--- config.mk ---
export PLATFORM = sky130hd
export DESIGN_NAME = reg_write_scoreboard_flat
export DESIGN_NICKNAME = d
export VERILOG_FILES = /design/src/rtl/reg_write_scoreboard_if.sv /design/src/rtl/reg_write_scoreboard.sv /design/src/flat_wrapper.sv
export SDC_FILE = /design/constraint.sdc
export NUM_CORES = 1
export LEC_CHECK = 0
export BUFFER_PORTS_ARGS = -buffer_cell sky130_fd_sc_hd__buf_2
export CAP_MARGIN = 30
export CORE_AREA = 2 2 101 103
export CTS_CLUSTER_SIZE = 8
export DETAILED_ROUTE_END_ITERATION = 16
export DIE_AREA = 0 0 103 105
export HOLD_SLACK_MARGIN = 0.15
export MAX_ROUTING_LAYER = met4
export PLACE_DENSITY = 0.8
export SETUP_SLACK_MARGIN = 0.05
export SYNTH_ARGS = -nofsm -noshare
export SYNTH_HDL_FRONTEND = slang
export SYNTH_SLANG_ARGS = --single-unit
--- constraint.sdc ---
create_clock -name clk -period 5.95 [get_ports clk]
set_input_delay 0.2975 -clock clk [delete_from_list [all_inputs] [get_ports clk]]
set_output_delay 0.2975 -clock clk [all_outputs]
set_load 0.01 [all_outputs]
--- src/rtl/reg_write_scoreboard_if.sv ---
// Decode/writeback handshake bundle for the register write scoreboard.
interface reg_write_scoreboard_if;
  logic       issue_valid;
  logic [4:0] issue_rd;
  logic       issue_ready;
  logic       wb_we;
  logic [4:0] wb_a3;
  logic [4:0] rs;
  logic [4:0] rt;
  logic       rs_busy;
  logic       rt_busy;
  logic       pending_any;
  logic       err;

  modport master (
    output issue_valid, issue_rd, wb_we, wb_a3, rs, rt,
    input  issue_ready, rs_busy, rt_busy, pending_any, err
  );

  modport slave (
    input  issue_valid, issue_rd, wb_we, wb_a3, rs, rt,
    output issue_ready, rs_busy, rt_busy, pending_any, err
  );
endinterface

--- src/rtl/reg_write_scoreboard.sv ---
// Per-register pending-write counters for decode stall detection.
// Optional macro SCB_WB_BYPASS_EN: a retiring last write reads not-busy in its own cycle.
module reg_write_scoreboard #(
  parameter int unsigned CNT_W = 2
) (
  input  logic                   clk,
  input  logic                   reset,
  input  logic                   flush,
  reg_write_scoreboard_if.slave  bus
);

  localparam int unsigned NREG = 32;
  localparam logic [CNT_W-1:0] CNT_MAX = {CNT_W{1'b1}};
  localparam logic [CNT_W-1:0] CNT_ONE = CNT_W'(1);

  logic [CNT_W-1:0] cnt_q [NREG];
  logic [CNT_W-1:0] cnt_d [NREG];
  logic             err_q, err_d;
  logic             pending_any_q, pending_any_d;

  logic issue_ready;
  logic issue_acc;
  logic issue_bad;
  logic retire;
  logic same_reg;
  logic rs_byp, rt_byp;

  // A retire to the same register frees a slot even when saturated.
  assign issue_ready = (bus.issue_rd == 5'd0) || (cnt_q[bus.issue_rd] != CNT_MAX) ||
                       (bus.wb_we && (bus.wb_a3 == bus.issue_rd));
  assign issue_acc   = bus.issue_valid && (bus.issue_rd != 5'd0) && issue_ready;
  assign issue_bad   = bus.issue_valid && !issue_ready;
  assign retire      = bus.wb_we && (bus.wb_a3 != 5'd0);
  assign same_reg    = issue_acc && retire && (bus.wb_a3 == bus.issue_rd);

  always_comb begin
    cnt_d         = cnt_q;
    err_d         = err_q;
    pending_any_d = 1'b0;
    if (flush) begin
      for (int i = 0; i < NREG; i++) cnt_d[i] = '0;
    end else begin
      if (issue_acc && !same_reg)
        cnt_d[bus.issue_rd] = cnt_q[bus.issue_rd] + CNT_ONE;
      if (retire && !same_reg && (cnt_q[bus.wb_a3] != '0))
        cnt_d[bus.wb_a3] = cnt_q[bus.wb_a3] - CNT_ONE;
      if (issue_bad || (retire && !same_reg && (cnt_q[bus.wb_a3] == '0)))
        err_d = 1'b1;
    end
    cnt_d[0] = '0;
    for (int i = 1; i < NREG; i++) pending_any_d = pending_any_d | (cnt_d[i] != '0);
  end

  always_ff @(posedge clk) begin
    if (reset) begin
      for (int i = 0; i < NREG; i++) cnt_q[i] <= '0;
      err_q         <= 1'b0;
      pending_any_q <= 1'b0;
    end else begin
      cnt_q         <= cnt_d;
      err_q         <= err_d;
      pending_any_q <= pending_any_d;
    end
  end

`ifdef SCB_WB_BYPASS_EN
  // Register file forwards WD, so the last retiring write is already visible.
  assign rs_byp = bus.wb_we && (bus.wb_a3 == bus.rs) && (cnt_q[bus.rs] == CNT_ONE);
  assign rt_byp = bus.wb_we && (bus.wb_a3 == bus.rt) && (cnt_q[bus.rt] == CNT_ONE);
`else
  assign rs_byp = 1'b0;
  assign rt_byp = 1'b0;
`endif

  assign bus.rs_busy     = (bus.rs != 5'd0) && (cnt_q[bus.rs] != '0) && !rs_byp;
  assign bus.rt_busy     = (bus.rt != 5'd0) && (cnt_q[bus.rt] != '0) && !rt_byp;
  assign bus.issue_ready = issue_ready;
  assign bus.pending_any = pending_any_q;
  assign bus.err         = err_q;

endmodule

--- src/flat_wrapper.sv ---
// flat-port wrapper written by rule: the top's interface ports become plain ports
module reg_write_scoreboard_flat 
#(
  parameter int unsigned CNT_W = 2
)
  (clk, reset, flush, bus_issue_valid, bus_issue_rd, bus_wb_we, bus_wb_a3, bus_rs, bus_rt, bus_issue_ready, bus_rs_busy, bus_rt_busy, bus_pending_any, bus_err);
  reg_write_scoreboard_if bus_i ();
  input  logic clk;
  input  logic reset;
  input  logic flush;
  input wire logic [$bits(bus_i.issue_valid)-1:0] bus_issue_valid;
  input wire logic [$bits(bus_i.issue_rd)-1:0] bus_issue_rd;
  input wire logic [$bits(bus_i.wb_we)-1:0] bus_wb_we;
  input wire logic [$bits(bus_i.wb_a3)-1:0] bus_wb_a3;
  input wire logic [$bits(bus_i.rs)-1:0] bus_rs;
  input wire logic [$bits(bus_i.rt)-1:0] bus_rt;
  output wire logic [$bits(bus_i.issue_ready)-1:0] bus_issue_ready;
  output wire logic [$bits(bus_i.rs_busy)-1:0] bus_rs_busy;
  output wire logic [$bits(bus_i.rt_busy)-1:0] bus_rt_busy;
  output wire logic [$bits(bus_i.pending_any)-1:0] bus_pending_any;
  output wire logic [$bits(bus_i.err)-1:0] bus_err;
  assign bus_i.issue_valid = bus_issue_valid;
  assign bus_i.issue_rd = bus_issue_rd;
  assign bus_i.wb_we = bus_wb_we;
  assign bus_i.wb_a3 = bus_wb_a3;
  assign bus_i.rs = bus_rs;
  assign bus_i.rt = bus_rt;
  assign bus_issue_ready = bus_i.issue_ready;
  assign bus_rs_busy = bus_i.rs_busy;
  assign bus_rt_busy = bus_i.rt_busy;
  assign bus_pending_any = bus_i.pending_any;
  assign bus_err = bus_i.err;
  reg_write_scoreboard #(.CNT_W(CNT_W)) u_core (.clk(clk), .reset(reset), .flush(flush), .bus(bus_i));
endmodule
==> out/results.ini <==
[run_status]
status=complete, no violations

[routing]
via_per_inst=8.39
first_pass_iters=13
drt_iter0_drc=1559
wire_per_inst_um=32.6
routed_wl_mm=28.9
drc=0
antenna_left=0
via_count=7439

[layout]
num_antenna_cells=0
multi_input_area_mm2=0.00438
final_nets=776
num-fill-cells=874
area_delta_synth_final_pct=5.44
final-seq-area_mm2=0.00128
final_core_util=0.659
drive_gt1_frac=0.168
stdcell_area_mm2=0.00636
final_cell_count_no_fill=887

[worst_setup_path]
crit_chain=buf_2 > mux2i_1 > o22ai_1 > nor4_1 > o21ai_0 > ha_1 > nor4bb_1 > a21boi_2 > nand2_1 > a211o_1 > a21oi_1 > nand4_1 > nor4_1 > a41oi_1
critPathMaxStageDelay_ns=0.65
path_max_fanout=32
crit_type=input pin to register
worstPathRequired_ns=6.18
cp_num_buf_inv=1
worstPathArrival_ns=5.26
cp_top_family=simple AND/OR/NAND/NOR gates
cp_common_cell=nor4_1
end_kind=register
cp_slowest_cell=buf_2
startpoint_type=input pin

[clock_network]
clkLatencyLatePin_ns=0.38
numCtsBuffers=9
hold_buffers=0
cts_setup_buffers=0
htreeDepth=3
cts_buffer_depth=2
cts_resized=0
clock-root-buffer=clkbuf_8
cts_sinks=64
clkSlewWorstSetupHoldPaths_ns=0.09
cts_tree=built

[global_routing]
grt_usage=0.544
grt_pass1_vias=6910
grt_first_pass_wirelength_mm=41.6
grt_max_degree=44
antenna_found_initial=0
grt_remaining_overflow=0

[synth]
async_flop_share=0
yosys_warnings=0
synth_most_common_cell=nor2_1
synth_top_area_cell=dfxtp_1
synth-main-ff-cell=dfxtp_1
synth.top_cells.by_area=dfxtp_1 (21%), mux4_2 (11%), nor2_1 (5.9%)
ys_seq_area_frac=0.213
synth_commonest_cells=nor2_1 (95), dfxtp_1 (64), nand2_1 (46)
yosysTopAreaCellShare=0.213
syn_area_per_cell_um2=7.94
synth_nets=786
ys_seq_elements=64
synth_cell_type_count=77
syn_inst=759
synth_enable_flop_cells=0
synth_area_mm2=0.00603

[placed_design]
port_buffers=29
place_area_mm2=0.00617
hpwl_mm=20.1
dp_slack_ns=0.867
dp.cells=870
gp_congestion=1.23

[timing]
worst_pin_slew_ns=1.16
setup_slack_ns=0.922
timing.final.crit_period_ns=5.03
final.setup_skew_ns=0.0153
hold_viol_final=0
rsz0062_at_grt=false
finalHoldWorstSlack_ns=0.298
fin_setup_tns_ns=0
finalCritPeriodShare=0.845
drv_slew=0
slew-limit-headroom=0.218
setup_viol=0
max_freq_mhz=199

[floorplan]
die_y_um=105
io_pins=30
die_x_um=103
die-area_mm2=0.0108
initial_core_util=0.625
core_mm2=0.00964
row_count=36

[power_and_ir_drop]
powerDensity_mw_per_mm2=164
ir_drop_uv=168
power.leakage_nw=2.23
fin_total_pwr_mw=1.04

[min_path]
hold_path.class=input pin to register

[flow_run]
cap_violations=0

## area by class of cell
cell class,instances,area share
timing repair buffer,50,0.0492
clock inverter,6,0.00709
inverter,8,0.00472
tap,133,0.0262
sequential,64,0.202
clock buffer,10,0.0217
multi-input combinational,616,0.690
## layout by cell type (no fill, tap or decap), drive strengths merged, types with 18 or more instances in the layout
| master | count |
|---|---|
| nand4 | 20 |
| buf | 50 |
| mux2i | 18 |
| nand2 | 46 |
| a21oi | 40 |
| o21ai | 33 |
| nand3 | 34 |
| a211oi | 25 |
| dfxtp | 64 |
| nor3 | 48 |
| nor2 | 96 |
| mux4 | 29 |
## worst paths after layout
kind / start / to / slack, ns / cells after the start
setup / recovery: bus_issue_rd[1] / u_core.bus.pending_any$_SDFF_PP0_ / 0.92 / 14
hold / removal: reset / u_core.cnt_q[14]$_SDFF_PP0_ / 0.30 / 2
setup reg to reg: u_core.cnt_q[40]$_SDFF_PP0_ / u_core.bus.pending_any$_SDFF_PP0_ / 1.13 / 14
hold reg to reg: u_core.bus.err$_SDFFE_PP0P_ / u_core.bus.err$_SDFFE_PP0P_ / 0.49 / 2
## per-layer routing
| metal | up-vias | track usage | share of wire |
|---|---|---|---|
| met2 | 889 | 0.710 | 0.40 |
| met3 | 283 | 0.254 | 0.19 |
| met5 | - | - | 0 |
| li1 | 2926 | - | - |
| met4 | 0 | 0.369 | 0.090 |
| met1 | 3341 | 0.653 | 0.32 |
## report_power, final
group          internal, mW  total (mW)  leakage, nW  switching (mW)
clock                 0.163       0.372       0.0845           0.209
combinational        0.0667       0.234         1.63           0.167
sequential            0.431       0.436        0.516         0.00450
total                 0.661        1.04         2.23           0.381
## flip-flops by register name, summed over array words and instances (netlist names)
signal and count:
u_core.bus.err 1, u_core.bus.pending_any 1, u_core.cnt_q 62
## logic make-up (layout without fill, tap and decap cells)
group / count (synthesis) / in the layout / share of synthesized area
adder cells (fa/ha/maj): 2 / 2 / 0.00415
AND/OR/NAND/NOR: 343 / 343 / 0.306
AO/OA/AOI/OAI: 205 / 205 / 0.244
XOR/XNOR: 7 / 7 / 0.0102
buffers and inverters: 79 / 74 / 0.0625
multiplexers: 59 / 59 / 0.161
flip-flops: 64 / 64 / 0.213
## worst register-to-register path: cells and delay by family, from the launching register on
| kind | cells | cell delay [ns] |
|---|---|---|
| AND/OR/NAND/NOR | 6 | 1.74 |
| flip-flops | 1 | 0.39 |
| AO/OA/AOI/OAI | 6 | 1.75 |
| adder cells (fa/ha/maj) | 1 | 0.28 |
| multiplexers | 1 | 0.51 |
(Power assumes the default switching activity.)
